## config.mk

```make
export PLATFORM = sky130hd
export DESIGN_NAME = bot_feeder
export DESIGN_NICKNAME = d
export VERILOG_FILES = /design/src/rtl/bot_feeder_pkg.sv /design/src/rtl/bot_feeder_issue_window.sv /design/src/rtl/bot_feeder.sv
export SDC_FILE = /design/constraint.sdc
export NUM_CORES = 1
export LEC_CHECK = 0
export ABC_AREA = 0
export BUFFER_PORTS_ARGS = -buffer_cell sky130_fd_sc_hd__buf_4
export CORE_MARGIN = 5
export CORE_UTILIZATION = 51
export CTS_CLUSTER_SIZE = 25
export DETAILED_ROUTE_END_ITERATION = 12
export GPL_TIMING_DRIVEN = 1
export MAX_ROUTING_LAYER = met4
export PLACE_DENSITY = 0.87
export RECOVER_POWER = 100
export SYNTH_ARGS = -nofsm -noshare
export SYNTH_HDL_FRONTEND = slang
export SYNTH_SLANG_ARGS = --single-unit
```

## constraint.sdc

```tcl
create_clock -name clk -period 4.8 [get_ports clk]
set_input_delay 0.96 -clock clk [delete_from_list [all_inputs] [get_ports clk]]
set_output_delay 0.96 -clock clk [all_outputs]
set_load 0.03 [all_outputs]
```

## src/rtl/bot_feeder_pkg.sv

```systemverilog
// Shared types and constants for the bot_feeder issue stage.
package bot_feeder_pkg;

    // Payload widths of the host stream and pipeline inputs.
    localparam int unsigned BOT_W   = 128;
    localparam int unsigned PERM_W  = 6;
    localparam int unsigned FULL_W  = 5;
    localparam int unsigned STATS_W = 32;

    // Estimate is fifoFullness plus the in-flight window count, no saturation.
    localparam int unsigned EST_W = 6;

    // Longest supported lag and the number of registered window stages it implies.
    localparam int unsigned MAX_LAG        = 8;
    localparam int unsigned WIN_STAGES_MAX = MAX_LAG - 1;
    localparam int unsigned WIN_CNT_W      = 4;

    // FSM encoding.
    localparam int unsigned STATE_W = 2;
    typedef enum logic [STATE_W-1:0] {
        S_IDLE  = 2'd0,
        S_RUN   = 2'd1,
        S_DRAIN = 2'd2,
        S_DONE  = 2'd3
    } feeder_state_e;

    localparam logic [STATE_W-1:0] ST_IDLE  = S_IDLE;
    localparam logic [STATE_W-1:0] ST_RUN   = S_RUN;
    localparam logic [STATE_W-1:0] ST_DRAIN = S_DRAIN;
    localparam logic [STATE_W-1:0] ST_DONE  = S_DONE;

    // Population count over the window stages.
    function automatic logic [WIN_CNT_W-1:0] win_popcount(input logic [WIN_STAGES_MAX-1:0] v);
        logic [WIN_CNT_W-1:0] c;
        c = '0;
        for (int i = 0; i < int'(WIN_STAGES_MAX); i++) begin
            c = c + WIN_CNT_W'(v[i]);
        end
        return c;
    endfunction

endpackage

```

## src/rtl/bot_feeder_issue_window.sv

```systemverilog
// In-flight issue window: remembers recent issues not yet visible on fifoFullness.
// An issue accepted in cycle N reaches fifoFullness in cycle N+LAG_CYCLES, so it
// must be counted during N+1 .. N+LAG_CYCLES-1, i.e. LAG_CYCLES-1 registered
// stages of the LAG_CYCLES-long window (the issue cycle itself is the first slot,
// and cannot be counted without making inReady depend on inValid).
// LAG_CYCLES must be in 1..8.
module issue_window
    import bot_feeder_pkg::*;
#(
    parameter int unsigned LAG_CYCLES = 4
)
(
    input  logic                 clk,
    input  logic                 rst,
    input  logic                 push,
    output logic [WIN_CNT_W-1:0] count
);

    localparam int unsigned STAGES = LAG_CYCLES - 1;
    localparam logic [WIN_STAGES_MAX-1:0] STAGE_MASK =
        WIN_STAGES_MAX'((8'd1 << STAGES) - 8'd1);

    logic [WIN_STAGES_MAX-1:0] win_q;
    logic [WIN_STAGES_MAX-1:0] win_d;

    // Shift a new issue in every cycle; stages beyond the lag are masked off.
    always_comb begin
        win_d = {win_q[WIN_STAGES_MAX-2:0], push};
    end

    // Window state register.
    always_ff @(posedge clk or negedge rst) begin
        if (!rst) begin
            win_q <= '0;
        end else begin
            win_q <= win_d;
        end
    end

    assign count = win_popcount(win_q & STAGE_MASK);

endmodule

```

## src/rtl/bot_feeder.sv

```systemverilog
// bot_feeder: issues a host batch of bots into the pipeline, one per cycle at
// most, with sequential indices, throttled by lagged FIFO fullness plus an
// in-flight window, then drains and pulses batchDone.
// Optional build macro FEEDER_STATS_EN adds the saturating stallCount counter;
// without it stallCount is tied to zero.
module bot_feeder
    import bot_feeder_pkg::*;
#(
    parameter int unsigned ADDR_WIDTH     = 9,
    parameter int unsigned FULLNESS_LIMIT = 16,
    parameter int unsigned LAG_CYCLES     = 4,
    parameter int unsigned DRAIN_CYCLES   = 64
)
(
    input  logic                  clk,
    input  logic                  rst,
    input  logic                  batchStart,
    input  logic                  inValid,
    output logic                  inReady,
    input  logic [BOT_W-1:0]      inBot,
    input  logic [PERM_W-1:0]     inValidPermutations,
    input  logic                  inLast,
    output logic [BOT_W-1:0]      bot,
    output logic [ADDR_WIDTH-1:0] botIndex,
    output logic                  isBotValid,
    output logic [PERM_W-1:0]     validBotPermutations,
    input  logic [FULL_W-1:0]     fifoFullness,
    output logic                  batchDone,
    output logic                  busy,
    output logic                  indexOverflow,
    output logic [STATS_W-1:0]    stallCount
);

    localparam int unsigned DRAIN_W = $clog2(DRAIN_CYCLES + 1);

    logic [STATE_W-1:0]    state_q,     state_d;
    logic [ADDR_WIDTH-1:0] idx_q,       idx_d;
    logic                  exhausted_q, exhausted_d;
    logic [DRAIN_W-1:0]    settle_q,    settle_d;
    logic [BOT_W-1:0]      bot_q,       bot_d;
    logic [ADDR_WIDTH-1:0] bot_index_q, bot_index_d;
    logic                  valid_q,     valid_d;
    logic [PERM_W-1:0]     perm_q,      perm_d;
    logic                  done_q,      done_d;
    logic                  busy_q,      busy_d;
    logic                  ovf_q,       ovf_d;

    logic [WIN_CNT_W-1:0]  win_count;
    logic [EST_W-1:0]      estimate;
    logic                  in_ready_c;
    logic                  accept;
    logic                  win_push;
    logic                  start;

    // Only issues with a live permutation occupy pipeline FIFO space.
    assign win_push = accept & (|inValidPermutations);

    issue_window #(
        .LAG_CYCLES (LAG_CYCLES)
    ) u_window (
        .clk   (clk),
        .rst   (rst),
        .push  (win_push),
        .count (win_count)
    );

    // Ready depends only on registered state and fifoFullness, never on inValid.
    assign estimate   = EST_W'(fifoFullness) + EST_W'(win_count);
    assign in_ready_c = (state_q == ST_RUN) && (estimate < EST_W'(FULLNESS_LIMIT)) && !exhausted_q;
    assign accept     = inValid & in_ready_c;
    assign start      = batchStart && ((state_q == ST_IDLE) || (state_q == ST_DONE));

    // Next-state and registered-output logic.
    always_comb begin
        state_d     = state_q;
        idx_d       = idx_q;
        exhausted_d = exhausted_q;
        settle_d    = settle_q;
        bot_d       = bot_q;
        bot_index_d = bot_index_q;
        perm_d      = perm_q;
        valid_d     = 1'b0;
        done_d      = 1'b0;
        ovf_d       = ovf_q;

        case (state_q)
            ST_IDLE, ST_DONE: begin
                if (start) begin
                    state_d     = ST_RUN;
                    idx_d       = '0;
                    exhausted_d = 1'b0;
                    ovf_d       = 1'b0;
                end
            end
            ST_RUN: begin
                if (accept) begin
                    bot_d       = inBot;
                    perm_d      = inValidPermutations;
                    bot_index_d = idx_q;
                    valid_d     = 1'b1;
                    idx_d       = idx_q + ADDR_WIDTH'(1);
                    if (idx_q == '1) begin
                        exhausted_d = 1'b1;
                    end
                    if (inLast) begin
                        state_d  = ST_DRAIN;
                        settle_d = DRAIN_W'(DRAIN_CYCLES);
                    end
                end
                // Index space used up: the offered bot is refused and flagged.
                if (inValid && !in_ready_c && exhausted_q) begin
                    ovf_d = 1'b1;
                end
            end
            ST_DRAIN: begin
                if ((fifoFullness != '0) || (win_count != '0)) begin
                    settle_d = DRAIN_W'(DRAIN_CYCLES);
                end else if (settle_q == '0) begin
                    state_d = ST_DONE;
                    done_d  = 1'b1;
                end else begin
                    settle_d = settle_q - DRAIN_W'(1);
                end
            end
            default: begin
                state_d = ST_IDLE;
            end
        endcase

        busy_d = (state_d == ST_RUN) || (state_d == ST_DRAIN);
    end

    // State and output registers.
    always_ff @(posedge clk or negedge rst) begin
        if (!rst) begin
            state_q     <= ST_IDLE;
            idx_q       <= '0;
            exhausted_q <= 1'b0;
            settle_q    <= DRAIN_W'(DRAIN_CYCLES);
            bot_q       <= '0;
            bot_index_q <= '0;
            valid_q     <= 1'b0;
            perm_q      <= '0;
            done_q      <= 1'b0;
            busy_q      <= 1'b0;
            ovf_q       <= 1'b0;
        end else begin
            state_q     <= state_d;
            idx_q       <= idx_d;
            exhausted_q <= exhausted_d;
            settle_q    <= settle_d;
            bot_q       <= bot_d;
            bot_index_q <= bot_index_d;
            valid_q     <= valid_d;
            perm_q      <= perm_d;
            done_q      <= done_d;
            busy_q      <= busy_d;
            ovf_q       <= ovf_d;
        end
    end

`ifdef FEEDER_STATS_EN
    logic [STATS_W-1:0] stall_q, stall_d;

    // Count RUN cycles where upstream offers a bot that is refused; saturating.
    always_comb begin
        stall_d = stall_q;
        if (start) begin
            stall_d = '0;
        end else if ((state_q == ST_RUN) && inValid && !in_ready_c && (stall_q != '1)) begin
            stall_d = stall_q + STATS_W'(1);
        end
    end

    // Stall counter register.
    always_ff @(posedge clk or negedge rst) begin
        if (!rst) begin
            stall_q <= '0;
        end else begin
            stall_q <= stall_d;
        end
    end

    assign stallCount = stall_q;
`else
    assign stallCount = '0;
`endif

    assign inReady              = in_ready_c;
    assign bot                  = bot_q;
    assign botIndex             = bot_index_q;
    assign isBotValid           = valid_q;
    assign validBotPermutations = perm_q;
    assign batchDone            = done_q;
    assign busy                 = busy_q;
    assign indexOverflow        = ovf_q;

endmodule

```

==> results.md, run 1 <==
- Outcome: finished with violations
- Failing checks: max-capacitance violations, max-slew violations
- Vias in the first global route: 6203
- Die width: 127 um
- Max Fclk: 260 MHz
- Hold Crit Start: u_window.win_q[1]
- DR vias: 6181
- Slowest stage delay, CP: 1.65 ns
- Hold depth: 0
- Reg2reg end: idx_q[4]
- Row cnt: 42
- Post-Layout Cell Count: 1254
- Total length of routed wires: 19500 um
- I/O Pins: 324
- Worst-path maximum fanout: 53
- Initial core utilization: 52.5%
- DRC Markers: 0
- Detailed Routing Iterations Pass 1: 5
- Post-synth EDFFs: 0
- Die area: 16200 um2
- Hold WS: 0.408 ns
- Syn Inst Count: 791
- WL/cell: 15.6 um
- Final Hold Fails: 0
- Ys Warns: 0
- Top cell type's share of synthesized area: 59.9%
- Pwr dens: 716 nW/um2
- Dpl cells: 1224
- Max-cap violation count: 3
- Critical Path AT: 4.15 ns
- Yosys reg bits: 169
- Post-Route Skew: 0.00603 ns
- Total Power: 6.60 mW
- Worst reg2reg setup slack: 0.95 ns
- Clk sinks: 169
- Count leader, synth: nand2_1
- HPWL Detailed: 14300 um
- Hold_buf cts: 0
- Max IR drop VDD: 385 uV
- Post-synthesis sequential area ratio: 60.3%
- TritonCTS buffer count: 17
- H-tree depth reported by CTS: 4
- Area Overhead vs Synth: 31.4%
- Clk buf depth: 2
- TritonCTS clock tree: done
- Leading area contributor after synthesis: dfrtp_1
- Post-route ant nets: 0
- Clock latency on the worst-skew pair: 0.41 ns
- Buffers on Ports: 291
- Max-slew violation count: 244
- WP data required: 5.10 ns
- Critical Path Source Type: flop
- Core area: 13300 um2
- Largest net degree at the start of global routing: 105
- Gr ovfl total: 0
- FFs w/ async S/R, synth: 100%
- Hold endpoint: u_window.win_q[2]
- Critical Path Most Common Cell: a211o_1
- Critical-path cell list: fa_1 > ha_1 > a31o_2 > a211o_1 > clkbuf_1 > nor3_1 > a211o_1
- CP endpoint kind: flop
- Slowest-stage cell, CP: clkbuf_1
- Final core utilization: 69.0%
- Buf/Inv on CP: 1
- Worst Tran Pin Value: 2.29 ns
- Leading cell types by count after synthesis: nand2_1 (439), dfrtp_1 (168), buf_4 (32)
- Mapped Area: 7010 um2
- Detailed Route Iter0 Violations: 448
- Die Height: 127 um
- Area contributors post-synth: dfrtp_1 (60%), nand2_1 (23%), buf_4 (3.4%)
- Final Critical Period: 3.85 ns
- Relative slew slack: -52.3%
- First-pass GRT wire length: 31000 um
- RSZ-0062 raised after global routing: false
- Initial antenna violation count: 0
- Clock-pin slew on the worst setup and hold paths: 0.06 ns
- Delay-heaviest family, CP: buffers and inverters
- R2R depth: 7
- Synth cell types: 47
- Vias per cell: 4.93
- CTS resizes: 0
- Share of cells above drive strength 1: 16.7%
- Diode count: 0
- Setup CP Type: reg2reg
- # fillers: 1140
- Final setup vio count: 0
- Clock root buffer: clkbuf_16
- Worst min path class: reg2reg
- Worst flop-to-flop path startpoint: u_window.win_q[0]
- Dominant synthesized flop cell: dfrtp_1
- Post-CTS Setup Bufs: 0
- Avg Cell Area, Syn: 8.87 um2
- WP depth: 7
- Nets: 1219
- Tot GR Track Use: 24.7%
- Setup TNS: 0 ns
- Leak: 4.91 nW
- Final Cycle Share: 80.2%
- Gpl congestion: 0.848
==> worst max-delay path by stage <==
stage,startpoint,end,slack (ns)
2_1_floorplan,fifoFullness[1],inReady,1.53
3_3_place_gp,fifoFullness[1],idx_q[0],1.70
3_5_place_dp,fifoFullness[1],bot[73],1.66
4_1_cts,u_window.win_q[0],inReady,1.41
5_1_grt,u_window.win_q[0],idx_q[0],0.70
6_report,u_window.win_q[0],idx_q[4],0.95
==> registers in the layout (all words and copies together), names as in the netlist, 2 cells and up <==
| name | cells |
|---|---|
| botIndex | 9 |
| idx_q | 9 |
| validBotPermutations | 6 |
| state_q | 2 |
| settle_q | 7 |
| bot | 128 |
| u_window.win_q | 3 |
==> routing by layer <==
layer	GRT usage [%]	part of all wire (%)	vias up	wire [um]
li1	-	-	2953	-
met2	40.4	51	266	10000
met5	-	0	-	0
met4	8.58	2.6	0	518
met1	29.7	38	2927	7480
met3	6.76	7.9	35	1550
==> cell type report <==
cell class	count	area [um2]	share of cell area (%)
clock inverters	8	120	1.30
inverters	10	40.0	0.434
clock buffers	22	474	5.15
flip-flops and latches	169	4230	45.9
well taps	176	220	2.39
repair buffers	295	1680	18.2
multi-input cells	574	2460	26.6
==> report_power, final <==
part	switching, mW	leakage, nW	internal [mW]	total [mW]
combinational	2.20	2.47	0.637	2.84
sequential	0.347	2.15	2.04	2.39
clock	0.518	0.288	0.852	1.37
==> metrics by stage <==
step                setup WS [ns]  area [um2]
floorplan                    1.53        7130
CTS                          1.41        9790
global route                0.701        9220
detailed placement           1.66        9200
global placement             1.70        9200
finish                      0.951        9220
==> cells by family (layout without fill, tap and decap cells) <==
kind of cell | after synthesis | after routing | share of synthesized area [%]
other | 1 | 32 | 0.0535
buffers and inverters | 79 | 335 | 6.33
adder cells (fa/ha/maj) | 8 | 8 | 1.53
AND/OR/NAND/NOR | 484 | 484 | 27.0
multiplexers | 1 | 1 | 0.161
AO/OA/AOI/OAI | 48 | 48 | 4.44
XOR/XNOR | 1 | 1 | 0.125
flip-flops | 169 | 169 | 60.3
==> layout by cell type, fill, tap and decap left out, types with 3 or more instances in the layout <==
cell,count
clkbuf_1,151
dfrtp_1,168
nand3_1,7
clkbuf_16,17
ha_1,7
conb_1,32
clkinv_2,3
bufinv_16,3
inv_1,9
o21ai_0,14
a21oi_1,10
nor2_1,13
a22o_1,4
nand2_1,439
buf_4,142
nor3_1,6
clkbuf_8,3
nor4_1,4
Note: power is estimated with default switching activity, not from simulation.
==> inputs of run 2 (changes only) <==
--- a/config.mk
+++ b/config.mk
@@ -5,15 +5,15 @@
 export SDC_FILE = /design/constraint.sdc
 export NUM_CORES = 1
 export LEC_CHECK = 0
-export ABC_AREA = 0
+export ABC_AREA = 1
 export BUFFER_PORTS_ARGS = -buffer_cell sky130_fd_sc_hd__buf_4
 export CORE_MARGIN = 5
-export CORE_UTILIZATION = 51
+export CORE_UTILIZATION = 47
 export CTS_CLUSTER_SIZE = 25
 export DETAILED_ROUTE_END_ITERATION = 12
 export GPL_TIMING_DRIVEN = 1
 export MAX_ROUTING_LAYER = met4
-export PLACE_DENSITY = 0.87
+export PLACE_DENSITY = 0.81
 export RECOVER_POWER = 100
 export SYNTH_ARGS = -nofsm -noshare
 export SYNTH_HDL_FRONTEND = slang
==> constraint.sdc (replaced) <==
create_clock -name clk -period 3.7 [get_ports clk]
set_input_delay 0.74 -clock clk [delete_from_list [all_inputs] [get_ports clk]]
set_output_delay 0.74 -clock clk [all_outputs]
set_load 0.03 [all_outputs]
==> results.md, run 2 <==
- Switching share of power: 46.2% (-0.26 points)
- Max IR drop VDD: 530 uV (+38%)
- TritonCTS clock tree: done
- Relative slew slack: -19.2% (+33 points)
- # fillers: 1434 (+26%)
- Most common cell after layout, fill and taps aside: nand2_1
- Critical Path AT: 3.40 ns (-0.75 ns)
- Initial core utilization: 47.5% (-5.0 points)
- Setup TNS: 0 ns (unchanged)
- Max FFs per register: 128 (unchanged)
- Clk sinks: 169 (unchanged)
- Net Sw Power: 3.91 mW (+28%)
- Worst-path maximum fanout: 56 (+5.7%)
- Nets: 1267 (+3.9%)
- Post-route ant nets: 0 (unchanged)
- TritonCTS buffer count: 17 (unchanged)
- Clock-pin slew on the worst setup and hold paths: 0.06 ns (about the same)
- Post-synthesis sequential area ratio: 59.0% (-1.3 points)
- H-tree depth reported by CTS: 4 (unchanged)
- Critical Path Source Type: flop
- Tot GR Track Use: 22.8% (-1.9 points)
- Hold_buf cts: 0 (unchanged)
- Top Layer Used: met4
- Internal power: 4.56 mW (+29%)
- Gate power share: 42.5% (-0.5 points)
- Count leader, synth: nand2_1
- Largest net degree at the start of global routing: 68 (-35%)
- Final Critical Period: 3.08 ns (-0.767 ns)
- Avg Cell Area, Syn: 8.61 um2 (-3.0%)
- WL/cell: 14.7 um (-5.8%)
- Area Overhead vs Synth: 31.4% (about the same)
- Die width: 133 um (+4.9%)
- Outcome: finished with violations
- Gpl congestion: 0.824 (-2.9%)
- Worst min path class: in2async
- Post-CTS Setup Bufs: 0 (unchanged)
- Final Cycle Share: 83.3% (+3.1 points)
- Final Hold Fails: 0 (unchanged)
- Hold WS: 0.285 ns (-0.122 ns)
- Detailed Routing Iterations Pass 1: 4 (-1)
- Register area: 4230 um2 (unchanged)
- Vias in the first global route: 6332 (+2.1%)
- Die Height: 133 um (+4.9%)
- Commonest non-fill, non-tap cells in the layout: nand2_1 (461), dfrtp_1 (168), clkbuf_1 (152)
- Post-synth EDFFs: 0 (unchanged)
- Synth cell types: 31 (-34%)
- FFs w/ async S/R, synth: 100% (unchanged)
- Fin area: 9420 um2 (+2.2%)
- Setup CP Type: reg2reg
- RSZ-0062 raised after global routing: false
- Buffers on Ports: 291 (unchanged)
- Clock latency on the worst-skew pair: 0.42 ns (about the same)
- Seq pwr share: 35.8% (-0.4 points)
- Post-Route Skew: 0.0110 ns (+0.00496 ns)
- CTS resizes: 0 (unchanged)
- I/O Pins: 324 (unchanged)
- Final setup vio count: 0 (unchanged)
- DR vias: 6246 (+1.1%)
- Diode count: 0 (unchanged)
- Yosys reg bits: 169 (unchanged)
- Leading cell types by count after synthesis: nand2_1 (461), dfrtp_1 (168), buf_4 (38)
- Top cell type's share of synthesized area: 58.6% (-1.3 points)
- Met3 WL: 1520 um (-1.8%)
- Mapped Area: 7170 um2 (+2.2%)
- M1 wire length: 7710 um (+3.1%)
- Failing checks: max-capacitance violations, max-slew violations
- DRC Markers: 0 (unchanged)
- First-pass GRT wire length: 31700 um (+2.2%)
- Gr ovfl total: 0 (unchanged)
- Vias per cell: 4.75 (-3.6%)
- Max-slew violation count: 35 (-86%)
- Dpl cell area: 9370 um2 (+1.9%)
- Worst reg2reg setup slack: 0.62 ns (-0.33 ns)
- Syn Inst Count: 833 (+5.3%)
- Area contributors post-synth: dfrtp_1 (59%), nand2_1 (24%), buf_4 (4.0%)
- Post-Layout Cell Count: 1315 (+4.9%)
- Leading area contributor after synthesis: dfrtp_1
- CP endpoint kind: flop
- Dpl cells: 1284 (+4.9%)
- Share of cells above drive strength 1: 16.5% (-0.19 points)
- Clk buf depth: 2 (unchanged)
- Leak: 5.05 nW (+3.0%)
- Initial antenna violation count: 0 (unchanged)
- Max Fclk: 324 MHz (+25%)
- Detailed Route Iter0 Violations: 305 (-32%)
- Worst Tran Pin Value: 1.79 ns (-0.497 ns)
- Metal2 WL: 9640 um (-3.7%)
- Row cnt: 45 (+7.1%)
- Pwr dens: 899 nW/um2 (+26%)
- Multi-input gate area: 2500 um2 (+1.8%)
- Total length of routed wires: 19300 um (-1.2%)
- Max-cap violation count: 1 (-2)
- Core area: 15100 um2 (+13%)
- Clock root buffer: clkbuf_16
- HPWL Detailed: 14100 um (-1.3%)
- Clock Power Share: 21.7% (+0.9 points)
- Ys Warns: 0 (unchanged)
- WP data required: 4.02 ns (-1.08 ns)
- Dominant synthesized flop cell: dfrtp_1
- Die area: 17800 um2 (+10%)
[run 2: changes by cell type in the layout (fill, tap and decap cells not counted), sizes merged, moves of 6 or more]
cell,before,now
inv,10,35
nand3,7,19
nor2,13,19
nand4,1,7
o21ai,15,23
nand2,439,461
[run 2: area by class of cell]
cell class	instances	area share, %
Tap cell	188	2.50
Timing Repair Buffer	298	18.2
Inverter	33	1.34
Clock inverter	9	1.46
Multi-Input combinational cell	596	26.5
Clock buffer	22	5.04
Sequential cell	169	44.9
[run 2: through the flow]
stage / power, mW / util, % / setup slack [ns]
6_report: 8.47 / 62.4 / 0.618
5_1_grt: 9.00 / 62.4 / 0.347
4_1_cts: 9.19 / 66.2 / 0.786
3_5_place_dp: 7.31 / 62.1 / 0.877
3_3_place_gp: 7.22 / 62.1 / 0.894
2_1_floorplan: 5.60 / - / 1.38
[run 2: logic make-up after synthesis]
group | share of synthesized area (%)
AO/OA/AOI/OAI | 2.60
XOR/XNOR | 0.855
adder cells (fa/ha/maj) | 1.50
buffers and inverters | 7.80
flip-flops | 59.0
other | 0.0523
AND/OR/NAND/NOR | 28.2
[run 2: path summary, 6_finish.rpt]
check                                   from                      end  cells after the start
setup / recovery           u_window.win_q[0]  validBotPermutations[5]                      8
hold / removal                           rst                  bot[47]                      1
setup reg to reg           u_window.win_q[0]  validBotPermutations[5]                      8
hold reg to reg            u_window.win_q[0]        u_window.win_q[1]                      0
max in group asynchronous                rst                  bot[22]                      2
min in group clk           u_window.win_q[0]        u_window.win_q[1]                      0
[run 2: critical path, cell delays in order, from the launching register on]
cell and delay, ns:
dfrtp_1 0.40, fa_1 0.47, ha_1 0.29, nand3_1 0.08, nand2_1 0.05, nand2_1 0.15, nand3_4 0.36, clkbuf_2 0.74
o21ai_0 0.37
[run 2: layer usage]
metal	vias up	global-route usage (%)
li1	3061	-
met1	2915	27.6
met2	238	36.9
met3	32	7.25
met4	0	6.74
met5	-	-
[run 2: power groups by stage]
stage                     Combinational (mW)  Clock (mW)  Sequential [mW]
after global placement                  4.17           0             3.05
after floorplan                         1.14           0             4.47
final                                   3.60        1.84             3.03
after CTS                               4.26        1.87             3.05
after detailed placement                4.25           0             3.05
after global routing                    3.91        1.95             3.14
==> inputs of run 3 (changes only) <==
--- a/config.mk
+++ b/config.mk
@@ -5,15 +5,15 @@
 export SDC_FILE = /design/constraint.sdc
 export NUM_CORES = 1
 export LEC_CHECK = 0
-export ABC_AREA = 1
+export ABC_AREA = 0
 export BUFFER_PORTS_ARGS = -buffer_cell sky130_fd_sc_hd__buf_4
 export CORE_MARGIN = 5
-export CORE_UTILIZATION = 47
+export CORE_UTILIZATION = 42
 export CTS_CLUSTER_SIZE = 25
 export DETAILED_ROUTE_END_ITERATION = 12
 export GPL_TIMING_DRIVEN = 1
 export MAX_ROUTING_LAYER = met4
-export PLACE_DENSITY = 0.81
+export PLACE_DENSITY = 0.77
 export RECOVER_POWER = 100
 export SYNTH_ARGS = -nofsm -noshare
 export SYNTH_HDL_FRONTEND = slang
==> constraint.sdc (replaced) <==
create_clock -name clk -period 2.7 [get_ports clk]
set_input_delay 0.54 -clock clk [delete_from_list [all_inputs] [get_ports clk]]
set_output_delay 0.54 -clock clk [all_outputs]
set_load 0.03 [all_outputs]
==> results.md, run 3 (synthesis results as in run 1) <==
- Largest net degree at the start of global routing: 75 (+10%)
- Final WS setup: 0.0305 ns (-0.587 ns)
- Dpl cell area: 9340 um2 (-0.31%)
- Delay-heaviest family, CP: adder cells
- CP endpoint kind: output port
- Detailed Routing Iterations Pass 1: 4 (unchanged)
- Dpl cells: 1276 (-0.62%)
- Die width: 139 um (+4.3%)
- First-pass GRT wire length: 31200 um (-1.6%)
- Buf/Inv on CP: 1 (unchanged)
- WP data required: 2.16 ns (-1.86 ns)
- Detailed Route Iter0 Violations: 334 (+9.5%)
- Post-Route Skew: 0.0126 ns (+0.00166 ns)
- Commonest non-fill, non-tap cells in the layout: nand2_1 (439), dfrtp_1 (168), clkbuf_1 (150)
- Leak: 4.97 nW (-1.6%)
- Failing checks: max-capacitance violations, max-slew violations
- Hold WS: 0.300 ns (+0.0140 ns)
- Worst Tran Pin Value: 2.33 ns (+0.537 ns)
- Max-slew violation count: 39 (+11%)
- TritonCTS buffer count: 17 (unchanged)
- Setup TNS: 0 ns (unchanged)
- Gpl congestion: 0.823 (-0.16%)
- Worst flop-to-flop path startpoint: u_window.win_q[2]
- Worst reg2reg setup slack: 0.11 ns (-0.51 ns)
- Vias in the first global route: 6163 (-2.7%)
- Clock latency on the worst-skew pair: 0.42 ns (about the same)
- CP startpoint: u_window.win_q[2]
- Clk sinks: 169 (unchanged)
- HPWL Detailed: 14100 um (-0.49%)
- Register area: 4230 um2 (unchanged)
- Clk buf depth: 2 (unchanged)
- Place WS: 0.0916 ns (-0.785 ns)
- Max-cap violation count: 1 (unchanged)
- Vias per cell: 4.63 (-2.4%)
- Critical Path AT: 2.13 ns (-1.27 ns)
- Clock root buffer: clkbuf_16
- RSZ-0062 raised after global routing: true
- Area Overhead vs Synth: 34.6%
- Critical Path End: inReady
- Post-route ant nets: 0 (unchanged)
- DR vias: 6061 (-3.0%)
- Row cnt: 47 (+4.4%)
- Tot GR Track Use: 20.1% (-2.7 points)
- Die area: 19400 um2 (+8.8%)
- Post-Layout Cell Count: 1308 (-0.53%)
- Nets: 1227 (-3.2%)
- Reg2reg end: bot[96]
- Most common cell after layout, fill and taps aside: nand2_1
- Max IR drop VDD: 624 uV (+18%)
- Die Height: 139 um (+4.3%)
- Worst min path class: in2reg
- Slowest-stage cell, CP: fa_2
- Multi-input gate area: 2500 um2 (+0.10%)
- Clock-pin slew on the worst setup and hold paths: 0.07 ns (about the same)
- Critical Path Source Type: flop
- Diode count: 0 (unchanged)
- Relative slew slack: -55.0% (-36 points)
- Initial antenna violation count: 0 (unchanged)
- Setup CP Type: reg2out
- R2R depth: 7 (-1)
- Critical-path cell list: fa_2 > ha_4 > a31o_4 > and2_4 > nor3_4 > buf_6
- Slowest stage delay, CP: 0.42 ns (-0.32 ns)
- Max Fclk: 375 MHz
- Final core utilization: 57.3% (-5.1 points)
- TritonCTS clock tree: done
- WL/cell: 14.8 um (+0.50%)
- Pwr dens: 1260 nW/um2 (+40%)
- Gr ovfl total: 0 (unchanged)
- Final setup vio count: 0 (unchanged)
- Fin area: 9440 um2 (+0.25%)
- Initial core utilization: 42.6% (-4.9 points)
- Share of cells above drive strength 1: 18.0% (+1.5 points)
- Hold_buf cts: 0 (unchanged)
- Worst-path maximum fanout: 4 (-93%)
- WP depth: 6 (-2)
- Buffers on Ports: 291 (unchanged)
- Final Cycle Share: 98.9%
- Final Hold Fails: 0 (unchanged)
- Core area: 16500 um2 (+9.1%)
- # fillers: 1571 (+9.6%)
- Final Critical Period: 2.67 ns
- DRC Markers: 0 (unchanged)
- I/O Pins: 324 (unchanged)
- Total Power: 11.9 mW (+40%)
- Outcome: finished with violations
- H-tree depth reported by CTS: 4 (unchanged)
- Max FFs per register: 128 (unchanged)
- Total length of routed wires: 19300 um (about the same)
run 3: cell types whose count changed in the layout (fill, tap and decap cells not counted), moves of 3 or more:
| cell | delta |
|---|---|
| inv_1 | -21 |
| nand2_1 | -22 |
| clkbuf_8 | -3 |
| xor2_1 | -4 |
| nor2_1 | -5 |
| nand3_1 | -11 |
| a21oi_1 | +4 |
| buf_4 | +4 |
| o21ai_0 | -8 |
| nor3_1 | +3 |
| nand4_1 | -6 |
| a22o_1 | +4 |
run 3: how the worst min path moves through the flow:
| stage | start | slack [ns] | cells past startpoint | end |
|---|---|---|---|---|
| global route | inBot[68] | 0.28 | 3 | bot[68] |
| global placement | u_window.win_q[1] | 0.39 | 0 | u_window.win_q[2] |
| floorplan | rst | 0.24 | 0 | batchDone |
| CTS | rst | 0.03 | 1 | settle_q[5] |
| finish | inBot[108] | 0.30 | 3 | bot[108] |
| detailed placement | u_window.win_q[1] | 0.40 | 0 | u_window.win_q[2] |
run 3: worst reg2reg max path, cell delays in order (launching register included):
cell	delay, ns
dfrtp_1	0.40
fa_2	0.42
ha_4	0.23
a31o_4	0.24
a211o_4	0.36
clkbuf_4	0.48
nand2_1	0.28
nand2_1	0.07
run 3: area by class of cell:
| class | count | share of cell area [%] |
|---|---|---|
| flip-flops and latches | 169 | 44.8 |
| multi-input cells | 574 | 26.5 |
| repair buffers | 303 | 18.7 |
| clock buffers | 18 | 4.55 |
| well taps | 220 | 2.92 |
| clock inverters | 14 | 2.05 |
| inverters | 10 | 0.424 |
run 3: per-layer routing:
metal | vias up | part of all wire, % | global-route usage [%]
li1 | 2978 | - | -
met3 | 32 | 7.3 | 6.72
met4 | 0 | 2.4 | 6.64
met5 | - | 0 | -
met1 | 2815 | 42 | 24.6
met2 | 236 | 48 | 31.6
run 3: what timing repair did:
action	4_1_cts	5_1_grt
setup buffers	0	0
pin swaps	3	0
gates cloned	0	0
endpoints found under the setup margin	1	1
resized for setup	6	0
run 3: power by group:
part           internal (mW)  leakage, nW  total, mW  switching [mW]
registers               3.63         2.15       4.22           0.587
logic                   1.20         2.52       5.10            3.90
clock network           1.56        0.301       2.58            1.02
total                   6.38         4.97       11.9            5.51
